File: src/rtl/mem_port_arbiter_pkg.sv
// Shared definitions for the RAM port arbiter: FSM encodings and owner codes.
package mem_port_arbiter_pkg;

  typedef enum logic [1:0] {
    ST_IDLE   = 2'd0,
    ST_ACCESS = 2'd1,
    ST_WAIT   = 2'd2
  } state_t;

  localparam logic OWNER_CPU = 1'b0;
  localparam logic OWNER_LDR = 1'b1;

endpackage

File: src/rtl/mem_port_arbiter_arb_rr2.sv
// Combinational two-way picker: bit 0 = CPU, bit 1 = loader.
module arb_rr2
  import mem_port_arbiter_pkg::*;
(
  input  logic [1:0] i_req,
  input  logic       i_last,
  input  logic       i_mode,
  output logic       o_winner,
  output logic       o_valid
);

  always_comb begin
    o_valid  = |i_req;
    o_winner = OWNER_CPU;
    // On a tie, mode 1 favours the loader; otherwise whoever did not go last.
    if (i_req == 2'b11)
      o_winner = i_mode ? OWNER_LDR : ~i_last;
    else if (i_req[1])
      o_winner = OWNER_LDR;
  end

endmodule

File: src/rtl/mem_port_arbiter.sv
// Shares one single-port RAM between the CPU and the program loader; one
// registered access at a time with gnt/done handshakes per requester.
module mem_port_arbiter
  import mem_port_arbiter_pkg::*;
#(
  parameter int ADDR_W    = 8,
  parameter int DATA_W    = 16,
  parameter int RD_LAT    = 1,
  parameter int PRIO_MODE = 0
) (
  input  logic              CLOCK_50,
  input  logic              rst_n,
  input  logic              c_req,
  input  logic              c_we,
  input  logic [ADDR_W-1:0] c_addr,
  input  logic [DATA_W-1:0] c_wdata,
  output logic              c_gnt,
  output logic              c_done,
  output logic [DATA_W-1:0] c_rdata,
  input  logic              l_req,
  input  logic              l_we,
  input  logic [ADDR_W-1:0] l_addr,
  input  logic [DATA_W-1:0] l_wdata,
  output logic              l_gnt,
  output logic              l_done,
  output logic [DATA_W-1:0] l_rdata,
  output logic [ADDR_W-1:0] m_addr,
  output logic [DATA_W-1:0] m_wdata,
  output logic              m_write,
  input  logic [DATA_W-1:0] m_rdata,
  output logic              busy,
  output logic              owner
);

  localparam int CNT_W = (RD_LAT > 1) ? $clog2(RD_LAT) : 1;

  state_t              r_state;
  logic                r_we;
  logic [ADDR_W-1:0]   r_addr;
  logic [DATA_W-1:0]   r_wdata;
  logic                r_owner;
  logic [CNT_W-1:0]    r_cnt;
  logic                r_c_gnt, r_l_gnt, r_c_done, r_l_done, r_m_write;
  logic [DATA_W-1:0]   r_c_rdata, r_l_rdata;

  logic                w_winner;
  logic                w_valid;

  arb_rr2 u_pick (
    .i_req    ({l_req, c_req}),
    .i_last   (r_owner),
    .i_mode   (PRIO_MODE != 0),
    .o_winner (w_winner),
    .o_valid  (w_valid)
  );

  always_ff @(posedge CLOCK_50 or negedge rst_n) begin
    if (!rst_n) begin
      r_state   <= ST_IDLE;
      r_we      <= 1'b0;
      r_addr    <= '0;
      r_wdata   <= '0;
      r_owner   <= OWNER_LDR;
      r_cnt     <= '0;
      r_c_gnt   <= 1'b0;
      r_l_gnt   <= 1'b0;
      r_c_done  <= 1'b0;
      r_l_done  <= 1'b0;
      r_m_write <= 1'b0;
      r_c_rdata <= '0;
      r_l_rdata <= '0;
    end else begin
      r_c_gnt   <= 1'b0;
      r_l_gnt   <= 1'b0;
      r_c_done  <= 1'b0;
      r_l_done  <= 1'b0;
      r_m_write <= 1'b0;
      case (r_state)
        ST_IDLE: begin
          if (w_valid) begin
            r_we    <= (w_winner == OWNER_LDR) ? l_we    : c_we;
            r_addr  <= (w_winner == OWNER_LDR) ? l_addr  : c_addr;
            r_wdata <= (w_winner == OWNER_LDR) ? l_wdata : c_wdata;
            r_owner <= w_winner;
            r_c_gnt <= (w_winner == OWNER_CPU);
            r_l_gnt <= (w_winner == OWNER_LDR);
            r_state <= ST_ACCESS;
          end
        end
        ST_ACCESS: begin
          if (r_we) begin
            r_m_write <= 1'b1;
            r_c_done  <= (r_owner == OWNER_CPU);
            r_l_done  <= (r_owner == OWNER_LDR);
            r_state   <= ST_IDLE;
          end else begin
            r_cnt   <= CNT_W'(RD_LAT - 1);
            r_state <= ST_WAIT;
          end
        end
        ST_WAIT: begin
          if (r_cnt == '0) begin
            if (r_owner == OWNER_LDR) r_l_rdata <= m_rdata;
            else                      r_c_rdata <= m_rdata;
            r_c_done <= (r_owner == OWNER_CPU);
            r_l_done <= (r_owner == OWNER_LDR);
            r_state  <= ST_IDLE;
          end else begin
            r_cnt <= r_cnt - 1'b1;
          end
        end
        default: r_state <= ST_IDLE;
      endcase
    end
  end

  // Address and data come straight from the captured fields, so the RAM
  // sees a stable address from the grant until the next accepted request.
  assign m_addr  = r_addr;
  assign m_wdata = r_wdata;
  assign m_write = r_m_write;
  assign c_gnt   = r_c_gnt;
  assign l_gnt   = r_l_gnt;
  assign c_done  = r_c_done;
  assign l_done  = r_l_done;
  assign c_rdata = r_c_rdata;
  assign l_rdata = r_l_rdata;
  assign busy    = (r_state != ST_IDLE);
  assign owner   = r_owner;

endmodule

File: config.mk
export PLATFORM = sky130hd
export DESIGN_NAME = mem_port_arbiter
export DESIGN_NICKNAME = d
export VERILOG_FILES = /design/src/rtl/mem_port_arbiter_pkg.sv /design/src/rtl/mem_port_arbiter_arb_rr2.sv /design/src/rtl/mem_port_arbiter.sv
export SDC_FILE = /design/constraint.sdc
export NUM_CORES = 1
export LEC_CHECK = 0
export CAP_MARGIN = 20
export CORE_MARGIN = 10
export CORE_UTILIZATION = 30
export CTS_CLUSTER_DIAMETER = 30
export DETAILED_ROUTE_END_ITERATION = 10
export SYNTH_ARGS = -nofsm -noshare
export SYNTH_HDL_FRONTEND = slang
export SYNTH_SLANG_ARGS = --single-unit
File: constraint.sdc
create_clock -name CLOCK_50 -period 4.91 [get_ports CLOCK_50]
set_clock_uncertainty 0.2 [all_clocks]
set_input_delay 0.982 -clock CLOCK_50 [delete_from_list [all_inputs] [get_ports CLOCK_50]]
set_output_delay 0.982 -clock CLOCK_50 [all_outputs]
set_load 0.05 [all_outputs]
# Yosys cells after proc, flatten, opt, wreduce, memory -nomap -nowiden

Index checks and enable logic that the tools add are counted.

Shifts and indexed selects: 0
$lt $le $gt $ge: 0
Div/mod/pow operators: 0
Bitwise operators: 3
Add/subtract/negate cells: 1
Equal/unequal tests: 6
$mul: 0
Reductions and logical operators: 9
Multiplexer cells: 24

Operator list:

| cell                                                                   | number |
|---|---|
| 16-bit 2-to-1 mux                                                      | 1 |
| 1-bit 2-to-1 mux                                                       | 15 |
| 8-bit 2-to-1 mux                                                       | 1 |
| 2-bit 2-to-1 mux                                                       | 3 |
| 1-bit one-hot mux with 2 select lines                                  | 3 |
| 2-bit one-hot mux with 3 select lines                                  | 1 |
| 2-bit AND reduction                                                    | 3 |
| 3-bit AND reduction                                                    | 2 |
| 2-bit equality test (second input constant)                            | 2 |
| 2-bit != test (second input constant)                                  | 2 |
| 2-bit nonzero test                                                     | 2 |
| 1-bit inverter                                                         | 3 |
| 2-bit by 1-bit equality test with 1-bit output (second input constant) | 1 |
| 2-bit zero test                                                        | 1 |
| 2-bit by 1-bit != test with 1-bit output (second input constant)       | 1 |
| 2-bit OR reduction                                                     | 1 |
| 1-bit subtractor (second input constant)                               | 1 |

Input bits: 70
Bits in read-only memories: 0
Memories kept: 0
Flip-flop bits (word level): 66
Latch bits: 0
RAM bits: 0
Output and inout bits: 63

# Longest topological paths before layout

Gate-level depths: netlist (run 1).

Depth in word-level cells: 5
Depth in mapped cells: 6

# By module

From an unflattened synthesis (run 1), not the netlist that was laid out.

Cell total of the unflattened synthesis: 214
Area, all modules: 2805.2 µm²

Modules (own cells, without submodules):

| module           | area an instance (µm²) | times used | sequential area each (µm²) | cells each |
|---|---|---|---|---|
| mem_port_arbiter | 2785.2                 | 1          | 1627.8                     | 210 |
| arb_rr2          | 20.0                   | 1          | 0.0                        | 4 |

# Worst setup path before layout (run 1)

OpenSTA, ideal clock, no wires.

Kind: reg-to-output
From: register r_state[0]
To: output busy
Arrival time: 986 ps
Setup slack: 2742 ps
Data required time: 3728 ps
Cell stages (with the launch flop): 4
Cell sequence: dfrtp_1 inv_1 ha_1 inv_1

Longest elaborated chain between the ends: 1

RTL lines:

| what                   | line                    | RTL |
|---|---|---|
| start, declared        | mem_port_arbiter.sv:37  | `state_t r_state;` |
| start signal, assigned | mem_port_arbiter.sv:59  | `r_state <= ST_IDLE;` |
| start signal, assigned | mem_port_arbiter.sv:87  | `r_state <= ST_ACCESS;` |
| start signal, assigned | mem_port_arbiter.sv:95  | `r_state <= ST_IDLE;` |
| 2-bit nonzero test     | mem_port_arbiter.sv:128 | `assign busy = (r_state != ST_IDLE);` |
| end, declared          | mem_port_arbiter.sv:31  | `output logic busy,` |

No other way between the ends.

# Final worst setup path (run 1)

Same ends and word-level chain as after synthesis.

==> flow_summary.yaml, run 1 <==
yosys:
  post_synth_inst_count: 236
  yosys.cell_types.count: 22
  synth-warning-count: 0
  yosys.area.top_type_share: 0.5888
  synthDominantAreaCellType: "sky130_fd_sc_hd__dfrtp_1"
  yosysSeqAreaShare: 0.5984
  post_synth_main_area_contributors: "sky130_fd_sc_hd__dfrtp_1 59%, sky130_fd_sc_hd__mux2_2 13%, sky130_fd_sc_hd__nand2_1 7.0%"
  post_synth.cell_area_avg_um2: 11.53
  synth_area_mm2: 0.002720
  ys_ff_latch: 65
  syn_nets: 309
clocking:
  cts.path.max_buffers: 2
  worst_setup_hold_path_clk_slew_ns: 0.07
  clock_insertion_delay_worst_skew_ns: 0.33
  cts.root.buffer_cell: "sky130_fd_sc_hd__clkbuf_8"
  cts_htree_levels: 3
  numCtsBuffers: 9
  post_cts.resized_instances: 0
  tritoncts: "yes"
  clock_sink_count: 65
  holdBufCountCts: 0
  cts_setup_buffers: 0
worst_setup_path:
  cpLargestDelayFamily: "buffers and inverters"
  cp_max_fo: 5
  timing.rr.start: "r_state[0]"
  cp_slowest_stage_delay_ns: 0.82
  timing.critical_path.required_ns: 3.73
  crit_type: "reg -> out"
  path_common_cell: "sky130_fd_sc_hd__inv_1"
  crit_path_cell_trace: "inv_1 -> ha_1 -> inv_1 -> clkdlybuf4s50_1"
  crit_buf_inv: 3
  worstSetupEndpointType: "output pin"
  r2r_cells: 4
  worst_case_register_to_register_setup_slack_ns: 2.73
  worst_reg2reg_path_endpoint: "c_rdata[6]"
  library_cell_contributing_the_largest_single_delay_on_the_critical_path: "sky130_fd_sc_hd__clkdlybuf4s50_1"
  cp-start-kind: "flip-flop"
  critical_path_arrival_ns: 1.96
global_routing:
  global_route.overflow_total: 0
  track_usage: 0.1118
  grt_antenna_before_repair: 0
  first_pass_grt_wire_length_mm: 11.85
  grt_max_degree: 51
  grt_pass1_vias: 2335
detailed_routing:
  route.met3.wl_mm: 1.021
  vias_per_cell: 4.535
  dr_wl_met2_mm: 2.989
  totalWireLength_mm: 7.592
  detail-route-antenna-nets: 0
  drt_first_iter_violations: 42
  drtPass1Iterations: 4
  num_vias: 2177
  post-route-drc-count: 0
  drt-met1-wl_mm: 3.486
  route.top_layer_used: "met4"
  routed_length_per_instance_um: 15.82
timing:
  final-max-slew-violation-count: 0
  rsz_0062_raised_after_global_routing: "false"
  final_critical_path_setup_slack_ns: 1.771
  final_number_of_setup_violating_endpoints: 0
  fin_tns_setup_ns: 0
  tightest_slew_ns: 0.9011
  post-route-period-util: 0.6393
  final.min_clock_period_ns: 3.139
  fmaxAchievable_mhz: 318.6
  hold_viol_final: 0
  timing.slew.headroom: 0.3965
power:
  powerDensity_mw_per_mm2: 794.4
  ir_drop_mv: 0.2963
  cellLeakagePower_uw: 0.001790
floorplan:
  vertical_die_dimension_um: 115.2
  area_enclosed_by_the_die_boundary_mm2: 0.01328
  io-pin-count: 133
  floorplan.initialDensity: 0.3104
  core_region_area_mm2: 0.008763
  dieWidth_um: 115.2
  core.rowCount: 34
place:
  dpl_worst_slack_ns: 1.954
  numPlacedInstances: 464
  io_buffers: 132
  detailed_place_hpwl_mm: 5.720
  gp_congestion: 0.7081
hold_path:
  timing.hold.worst_path_depth: 1
  timing.hold.worst.class: "reg -> reg"
  hold_path.startpoint: "c_rdata[6]"
  hold_end: "c_rdata[6]"
cells_and_area:
  syn2layout_area_growth_pct: 56.67
  nFillCells: 847
  fraction_of_layout_instances_using_a_drive_strength_above_1: 0.1478
  instances_no_fill: 480
  antenna_cells: 0
  finalNetCount: 441
outcome:
  outcome: "finished, final reports clean"
flow_run:
  max_cap_viol_count: 0
-- placed cells by master (no fill, tap or decap), drive strengths merged --
master,Yosys,routed
clkdlybuf4s50,0,131
dfrtp,64,64
nand2,52,52
mux2,32,32
nor2,29,29
a31oi,26,26
clkbuf,0,10
inv,4,4
buf,14,4
ha,3,3
clkinvlp,0,3
a21oi,2,2
clkinv,0,2
and2,1,1
o21ai,1,1
a21bo,1,1
a21boi,1,1
nor3,1,1
o21a,1,1
nand2b,1,1
mux2i,1,1
nor2b,1,1
dfstp,1,1
-- metrics by stage --
stage	utilization	area (um2)	total power [uW]	hold slack [ns]
floorplan	-	2720	2333	0.2890
global placement	0.4637	4064	3011	0.2866
detailed placement	0.4637	4064	3030	0.2925
CTS	0.4832	4234	3436	0.3087
global route	0.4863	4262	3579	0.3205
finish	0.4863	4262	3386	0.3067
-- worst max path at each step --
stage | slack, ns | cells after the start | to | from
global route | 1.65 | 4 | busy | r_state[0]
floorplan | 2.74 | 3 | busy | r_state[0]
global placement | 2.01 | 4 | m_wdata[10] | c_req
CTS | 1.73 | 4 | busy | r_state[1]
finish | 1.77 | 4 | busy | r_state[0]
detailed placement | 1.95 | 4 | m_wdata[10] | c_req
-- synth_stat cells --
cell	number
sky130_fd_sc_hd__o21ai_0	1
sky130_fd_sc_hd__ha_1	3
sky130_fd_sc_hd__inv_1	4
sky130_fd_sc_hd__a21bo_1	1
sky130_fd_sc_hd__a21boi_4	1
sky130_fd_sc_hd__dfstp_2	1
sky130_fd_sc_hd__o21a_1	1
sky130_fd_sc_hd__buf_6	8
sky130_fd_sc_hd__nand2b_1	1
sky130_fd_sc_hd__dfrtp_1	64
sky130_fd_sc_hd__buf_2	5
sky130_fd_sc_hd__nor3_1	1
sky130_fd_sc_hd__and2_1	1
sky130_fd_sc_hd__mux2_2	32
sky130_fd_sc_hd__buf_4	1
sky130_fd_sc_hd__mux2i_1	1
sky130_fd_sc_hd__a21oi_1	2
sky130_fd_sc_hd__nor2_1	29
sky130_fd_sc_hd__a31oi_1	26
sky130_fd_sc_hd__nor2b_2	1
sky130_fd_sc_hd__nand2_1	51
sky130_fd_sc_hd__nand2_2	1
-- registers in the layout (all words and copies together) (netlist names) --
name,flops
m_wdata,16
m_addr,8
r_we,1
l_done,1
l_rdata,16
owner,1
r_state,2
l_gnt,1
c_done,1
m_write,1
c_gnt,1
c_rdata,16
-- layout make-up --
type / instances / area [um2] / area share
Inverter: 4 / 15.01 / 0.003523
Clock buffer: 10 / 137.6 / 0.03230
Tap cell: 108 / 135.1 / 0.03171
Sequential cell: 65 / 1628 / 0.3820
Clock inverter: 5 / 32.53 / 0.007634
Multi-Input combinational cell: 153 / 954.7 / 0.2240
Timing Repair Buffer: 135 / 1359 / 0.3188
-- kinds of logic (layout without fill, tap and decap cells) --
kind of cell	after synthesis	after routing	synth area share
AOI/OAI and AO/OA	32	32	0.07866
DFF	65	65	0.5984
buffers and inverters	18	154	0.05060
muxes	33	33	0.1362
adders and majority gates	3	3	0.01380
and+or+nand+nor	85	85	0.1224
-- per-layer routing --
layer,up-vias,track usage
li1,1058,-
met1,999,0.1326
met2,113,0.1573
met3,7,0.07135
met4,0,0.04620
met5,-,0
-- worst reg2reg max path: stages (launching register included) --
cell and delay, ns:
sky130_fd_sc_hd__dfrtp_1 0.38, sky130_fd_sc_hd__inv_1 0.10, sky130_fd_sc_hd__ha_1 0.21, sky130_fd_sc_hd__nor2b_2 0.76
sky130_fd_sc_hd__mux2_2 0.42
-- power breakdown --
group	switching, uW	internal, uW	leakage (uW)
Sequential	137	808	0.000764
Combinational	1330	716	0.000945
Clock	200	192	0.0000802
Note: power is estimated with default switching activity, not from simulation.
==> run 2, diff against run 1 <==
==> constraint.sdc (replaced) <==
create_clock -name CLOCK_50 -period 2.6 [get_ports CLOCK_50]
set_clock_uncertainty 0.2 [all_clocks]
set_input_delay 0.52 -clock CLOCK_50 [delete_from_list [all_inputs] [get_ports CLOCK_50]]
set_output_delay 0.52 -clock CLOCK_50 [all_outputs]
set_load 0.05 [all_outputs]
==> flow_summary.yaml, run 2 (synthesis results as in run 1) <==
worst_setup_path:
  crit_type: "reg -> out"
  crit_path_cell_trace: "clkdlybuf4s50_1"
  worstSetupEndpointType: "output pin"
  cp_max_fo: 2
  critical_path_arrival_ns: 1.52
  cp_slowest_stage_delay_ns: 0.84
  crit_buf_inv: 1
  cp-start-kind: "flip-flop"
  worst_case_register_to_register_setup_slack_ns: 0.80
  cpLargestDelayFamily: "buffers and inverters"
  library_cell_contributing_the_largest_single_delay_on_the_critical_path: "sky130_fd_sc_hd__clkdlybuf4s50_1"
  timing.critical_path.required_ns: 1.88
cells_and_area:
  mostFrequentLayoutCells: "129 x sky130_fd_sc_hd__clkdlybuf4s50_1, 64 x sky130_fd_sc_hd__dfrtp_1, 51 x sky130_fd_sc_hd__nand2_1"
  finalNetCount: 447
  antenna_cells: 0
  fraction_of_layout_instances_using_a_drive_strength_above_1: 0.1636
  nFillCells: 841
  mostFrequentLayoutCell: "sky130_fd_sc_hd__clkdlybuf4s50_1"
  postLayoutCoreUtil: 0.4947
  syn2layout_area_growth_pct: 59.38
clocking:
  cts.root.buffer_cell: "sky130_fd_sc_hd__clkbuf_8"
  clock_insertion_delay_worst_skew_ns: 0.33
  cts_setup_buffers: 0
  worst_setup_hold_path_clk_slew_ns: 0.07
  cts_htree_levels: 3
  clock_sink_count: 65
  cts.path.max_buffers: 2
  tritoncts: "yes"
  numCtsBuffers: 9
  post_cts.resized_instances: 0
floorplan:
  vertical_die_dimension_um: 115.2
  floorplan.initialDensity: 0.3104
  dieWidth_um: 115.2
  io-pin-count: 133
  core_region_area_mm2: 0.008763
  area_enclosed_by_the_die_boundary_mm2: 0.01328
  core.rowCount: 34
detailed_routing:
  num_vias: 2203
  drt_first_iter_violations: 72
  post-route-drc-count: 0
  routed_length_per_instance_um: 16.12
  vias_per_cell: 4.524
  totalWireLength_mm: 7.850
  detail-route-antenna-nets: 0
  drtPass1Iterations: 4
timing:
  rsz_0062_raised_after_global_routing: "false"
  hold_viol_final: 0
  post-route-period-util: 0.8610
  final_number_of_setup_violating_endpoints: 0
  timing.slew.headroom: 0.6040
  final-max-slew-violation-count: 0
  final.min_clock_period_ns: 2.239
  fmaxAchievable_mhz: 446.7
  fin_tns_setup_ns: 0
  tightest_slew_ns: 0.5940
  final_critical_path_setup_slack_ns: 0.3613
flow_run:
  max_cap_viol_count: 0
power:
  cellLeakagePower_uw: 0.001836
  powerDensity_mw_per_mm2: 1514
  ir_drop_mv: 0.6385
  p_total_uw: 6564
global_routing:
  first_pass_grt_wire_length_mm: 12.52
  grt_pass1_vias: 2390
  track_usage: 0.1186
  global_route.overflow_total: 0
  grt_max_degree: 43
  grt_antenna_before_repair: 0
hold_path:
  timing.hold.worst.class: "reg -> reg"
place:
  gp_congestion: 0.7123
  dpl_worst_slack_ns: 0.3674
  detailed_place_hpwl_mm: 6.071
  io_buffers: 132
outcome:
  outcome: "finished, final reports clean"
## run 2: path summary, 6_finish.rpt
kind,start,end,cells after the start
worst max-delay path,m_wdata[9],m_wdata[9],1
worst min-delay path,c_rdata[14],c_rdata[14],1
worst max register to register,r_state[0],c_rdata[13],5
max in group asynchronous,rst_n,l_rdata[14],3
worst min register to register,c_rdata[14],c_rdata[14],1
min in group asynchronous,rst_n,c_rdata[3],2
## run 2: where the power goes
part | total, uW | internal, uW | switching, uW
clock | 850 | 466 | 384
sequential | 1800 | 1530 | 272
combinational | 3920 | 1390 | 2520
total | 6560 | 3380 | 3180
## run 2: stage by stage
step,hold slack (ns),area [um2],std cells
global route,0.3240,4335,487
floorplan,0.02441,2720,236
global placement,0.2866,4129,470
CTS,0.3113,4335,487
finish,0.3065,4335,487
detailed placement,0.2949,4129,470
## run 2: final cells by class
class,instances,area [um2],area share
Multi-Input combinational cell,153,954.7,0.2202
Clock buffer,11,141.4,0.03261
Inverter,4,15.01,0.003463
Sequential cell,65,1628,0.3755
Clock inverter,5,55.05,0.01270
Tap cell,108,135.1,0.03117
Timing Repair Buffer,141,1406,0.3244
## run 2: repair_timing
item / 4_1_cts / 5_1_grt
setup endpoints to repair: 0 / 0
hold buffers: 1 / 0
hold endpoints to repair: 1 / 0
## run 2: routing by layer
layer	global-route usage	wire length, um	vias up
met1	0.1433	3383	1023
li1	-	-	1068
met4	0.03218	28	0
met5	0	0	-
met3	0.08177	1205	2
met2	0.1670	3233	110
==> RTL change 1 (flow settings as in run 2) <==
Re-encode `state_t` (3 states) as one-hot, 3 bits wide.
--- a/src/rtl/mem_port_arbiter_pkg.sv
+++ b/src/rtl/mem_port_arbiter_pkg.sv
@@ -1,10 +1,10 @@
 // Shared definitions for the RAM port arbiter: FSM encodings and owner codes.
 package mem_port_arbiter_pkg;
 
-  typedef enum logic [1:0] {
-    ST_IDLE   = 2'd0,
-    ST_ACCESS = 2'd1,
-    ST_WAIT   = 2'd2
+  typedef enum logic [2:0] {
+    ST_IDLE   = 3'b001,
+    ST_ACCESS = 3'b010,
+    ST_WAIT   = 3'b100
   } state_t;
 
   localparam logic OWNER_CPU = 1'b0;
Check against the original RTL: same outputs for any inputs over 10 cycles, from zero or initial values and one cycle with rst_n low; not proved beyond that.
==> RTL change 1 against run 2 <==
  * The run now ends with hold timing left
  * Final cell count down 11%
  * Wire length is 7.9% higher
  * Largest power group unchanged
  * Sequential share of layout area grew 1.0 points
  * Design area is 1.1% lower
  * Synthesized area decreased by 1.3%
  * Highest routed layer unchanged
  * Count of clock-buffer cells in the layout up 2
  * Total power fell by 17%
  * Sequential cell count rose by 1
  * Worst setup slack lost 0.26 ns
  * Largest cell class unchanged
  * Non-clock buffer count decreased by 2
==> RTL change 1: results (changes against run 2) <==
clock_tree:
  cts_setup_buffers: 0  # unchanged
  clock_path_buffers: 2  # unchanged
  root_buffer: "clkbuf_8"  # unchanged
  clk_latency_ns: 0.33  # about the same
  htree_levels: 3  # unchanged
  clk_pin_slew_ns: 0.07  # about the same
  numCtsBuffers: 9  # unchanged
  cts_resized: 0  # unchanged
grt:
  antenna_found_initial: 0  # unchanged
  grt_pass1_vias: 2308  # was 2390
  grt_start_max_net_pins: 67  # was 43
  grt_pass1_wl_um: 13200  # was 12500 um
  gr-usage-all-layers_pct: 12.9  # was 11.9%
placed_design:
  dp_cells: 417  # was 470
  dp_hpwl_um: 6080  # was 6070 um
  dp_worst_setup_slack_ns: 0.263  # was 0.367 ns
  port_buffers: 132  # unchanged
  place.gp.congestion: 0.682  # was 0.712
  dpl_cell_area_mm2: 0.00413  # about the same
yosys:
  synth_edf_count: 0  # unchanged
  async_flop_share_pct: 100  # unchanged
  ys_types: 27  # was 22
  synth_nets: 254  # was 309
  synth_cells: 184  # was 236
  synth_area_leaders: "dfrtp_1, mux2_2, a2bb2oi_1"  # was dfrtp_1, mux2_2, nand2_1
  yosys.area.top_type: "dfrtp_1"  # unchanged
  synth_commonest_cells: "dfrtp_1, mux2_2, a2bb2oi_1, o32ai_1, clkbuf_1"  # was dfrtp_1, nand2_1, mux2_2
  yosysSeqAreaShare_pct: 61.6  # was 59.8%
  yosys_warnings: 0  # unchanged
critical_path:
  arrival_ns: 1.78  # was 1.52 ns
  cpPeakStageDelay_ns: 0.83
  cp_top_family: "buffers and inverters"  # unchanged
  slowest_stage: "clkdlybuf4s50_1"  # unchanged
  r2r_start: "r_state[0]"  # unchanged
  r2r_slack_ns: 0.81
  crit_fanout: 8  # was 2
  rr_endpoint: "m_addr[1]"  # was c_rdata[13]
  critPathCapture: "owner"  # was m_wdata[9]
  startpoint: "owner"  # was m_wdata[9]
  ff2ff_path_depth: 4  # was 5
status:
  violations: "hold timing"
  status: "finished, violations left"  # was finished, final reports clean
routing:
  routed_wl_um: 8470  # was 7850 um
  drt_iter0_drc: 69  # was 72
  wl_per_cell_um: 19.6  # was 16.1 um
  vias: 2081  # was 2203
  drt_first_pass_iters: 4  # unchanged
finish:
  fin_nets: 390  # was 447
  diodes: 0  # unchanged
  final_layout_size_suffix_gt1_share_pct: 19.1  # was 16.4%
  num-fill-cells: 777  # was 841
pwr:
  ir_drop_uv: 549  # was 639 uV
  leakagePower_nw: 1.78  # was 1.84 nW
  power.density_mw_per_mm2: 1270  # was 1510 mW/mm2
timing:
  relSlewSlack_pct: 43.6  # was 60.4%
  hold_viol_final: 5  # was 0
  min_period_ns: 2.50  # was 2.24 ns
  final_max_slew_viol_count: 0  # unchanged
  whs_ns: -0.0242  # was 0.307 ns
min_path:
  hp-class: "in -> async"  # was reg -> reg
==> RTL change 1: changes by cell type after synthesis, sizes merged, moves of 23 or more <==
cell,run 2,this run
a2bb2oi,0,25
a31oi,26,1
nor2,29,6
o32ai,0,25
nand2,52,1
==> RTL change 1: metal layers <==
layer  part of all wire (%)  track usage, %  wire, um  up-vias
met2                     51            20.9      4320       54
li1                       -               -         -      986
met1                     41            14.9      3470     1033
met5                      0               0         0        -
met4                    1.5            4.51       124        0
met3                    6.5            5.24       553        8
==> RTL change 1: area by class of cell <==
class	instances	share of cell area, %
well taps	108	3.15
clock buffers	13	3.47
clock inverters	3	0.350
multi-input cells	102	22.1
repair buffers	139	32.1
inverters	2	0.175
flip-flops and latches	66	38.6
==> RTL change 1: worst min-delay path by stage <==
stage / startpoint / endpoint / depth (start not counted)
final: rst_n / m_wdata[2] / 2
after global routing: rst_n / m_wdata[2] / 2
after CTS: rst_n / m_wdata[2] / 2
after detailed placement: l_rdata[5] / l_rdata[5] / 1
after global placement: l_rdata[13] / l_rdata[13] / 1
after floorplan: rst_n / c_done / 0
==> RTL change 1: power breakdown <==
part | switching, mW | internal [mW] | total [mW]
clock | 0.370 | 0.369 | 0.738
combinational | 1.92 | 1.13 | 3.05
sequential | 0.226 | 1.42 | 1.64
total | 2.51 | 2.92 | 5.43
==> RTL change 1: kinds of logic after synthesis <==
| logic type | share of synthesized area (%) |
|---|---|
| buf+inv | 3.03 |
| compound gates | 17.4 |
| mux | 13.4 |
| flops | 61.6 |
| simple gates | 4.57 |
==> RTL change 2 (settings of run 2) <==
Made on the original files. The parameter `RD_LAT` goes from 1 to 2.
--- a/src/rtl/mem_port_arbiter.sv
+++ b/src/rtl/mem_port_arbiter.sv
@@ -5,7 +5,7 @@
 #(
   parameter int ADDR_W    = 8,
   parameter int DATA_W    = 16,
-  parameter int RD_LAT    = 1,
+  parameter int RD_LAT    = 2,
   parameter int PRIO_MODE = 0
 ) (
   input  logic              CLOCK_50,
Check against the original RTL: not equivalent (Yosys sat finds a counterexample within 4 cycles, from zero or initial values and one cycle with rst_n low).
==> RTL change 2 against run 2 <==
  * Design area grew 2.1%
  * Wire length shrank 0.59%
  * Critical path type unchanged
  * Total power shrank 1.5%
  * Critical path depth is the same
  * Worst setup slack lost 0.27 ns
  * Sequential cell count grew 1
  * Sequential share of layout area shrank 0.21 points
  * Worst hold slack is essentially flat
  * Synthesized area grew 4.0%
  * Count of clock-buffer cells in the layout is the same
==> RTL change 2: results (changes against run 2) <==
grt:
  grt_start_max_net_pins: 67  # was 43
  grt_pass1_vias: 2289  # was 2390
  grt_pass1_wl_um: 11900  # was 12500 um
  gr-usage-all-layers_pct: 11.0  # was 11.9%
placed_design:
  dp_cells: 477  # was 470
  place.gp.congestion: 0.714  # was 0.712
  dp_hpwl_um: 5770  # was 6070 um
pwr:
  leakagePower_nw: 1.86  # was 1.84 nW
  powerComb_mw: 3.82  # was 3.92 mW
  p_comb_share_pct: 59.0  # was 59.7%
  intPower_mw: 3.34  # was 3.38 mW
  ir_drop_uv: 475  # was 639 uV
  pg_clk_uw: 828  # was 850 uW
finish:
  fin_nets: 453  # was 447
  final_layout_size_suffix_gt1_share_pct: 15.9  # was 16.4%
clock_tree:
  numCtsBuffers: 9  # unchanged
  clk_latency_ns: 0.33  # about the same
yosys:
  synth_area_per_cell_um2: 11.5  # about the same
  ys_types: 29  # was 22
  synth_nets: 320  # was 309
  yosysSeqAreaShare_pct: 58.4  # was 59.8%
  synth_area_leaders: "dfrtp_1, mux2_2, nand2_1"  # unchanged
  synth_commonest_cells: "dfrtp_1, nand2_1, nor2_1"  # was dfrtp_1, nand2_1, mux2_2
timing:
  tightest_slew_ns: 0.539  # was 0.594 ns
routing:
  drt_iter0_drc: 100  # was 72
  routed_wl_um: 7800  # was 7850 um
  wl_per_cell_um: 15.8  # was 16.1 um
critical_path:
  r2r_slack_ns: 0.65  # was 0.80 ns
  arrival_ns: 1.79  # was 1.52 ns
  rr_endpoint: "c_rdata[0]"  # was c_rdata[13]
  crit_fanout: 8  # was 2
min_path:
  hold_end: "l_rdata[7]"  # was c_rdata[14]
  hp-class: "reg -> reg"  # unchanged
  holdCritStartpoint: "l_rdata[7]"  # was c_rdata[14]
status:
  status: "finished, final reports clean"  # unchanged
-- RTL change 2: timing repair --
| action | CTS | global route |
|---|---|---|
| resized for setup | 0 | 0 |
| endpoints found under the hold margin | 2 | 0 |
| hold buffers | 1 | 0 |
-- RTL change 2: area by class of cell --
type	instances	area (um2)
fill	874	4770
sequential	66	1650
timing repair buffer	137	1380
multi-input combinational	160	1050
tap	111	139
clock buffer	11	131
clock inverter	5	55.1
inverter	4	15.0
-- RTL change 2: kinds of logic (layout without fill, tap and decap cells) --
family                   Yosys count  after routing  synth area share (%)
AND/OR/NAND/NOR                   87             87                  12.5
flip-flops                        66             66                  58.4
AO/OA/AOI/OAI                     35             35                  8.09
multiplexers                      33             33                  14.4
buffers and inverters             19            157                  4.33
adder cells (fa/ha/maj)            5              5                  2.21
-- RTL change 2: layer usage --
| metal | track usage, % | part of all wire, % | wire (um) | vias up |
|---|---|---|---|---|
| li1 | - | - | - | 1091 |
| met1 | 12.7 | 43 | 3350 | 1032 |
| met4 | 3.46 | 0.65 | 51 | 0 |
| met2 | 17.7 | 46 | 3590 | 89 |
| met3 | 5.35 | 10 | 812 | 5 |
| met5 | 0 | 0 | 0 | - |
-- RTL change 2: stage by stage --
stage / hold slack [ns] / area (um2) / setup WS (ns)
6_report: 0.306 / 4430 / 0.0871
5_1_grt: 0.317 / 4430 / 0.0310
4_1_cts: 0.309 / 4430 / 0.0525
3_5_place_dp: 0.292 / 4230 / 0.430
3_3_place_gp: 0.289 / 4230 / 0.435
2_1_floorplan: 0.0244 / 2830 / 0.699
-- RTL change 2: worst max path at each step --
stage	start	end
after floorplan	owner	c_rdata[10]
after global routing	owner	owner
after global placement	owner	owner
final	owner	owner
after CTS	owner	owner
after detailed placement	owner	owner
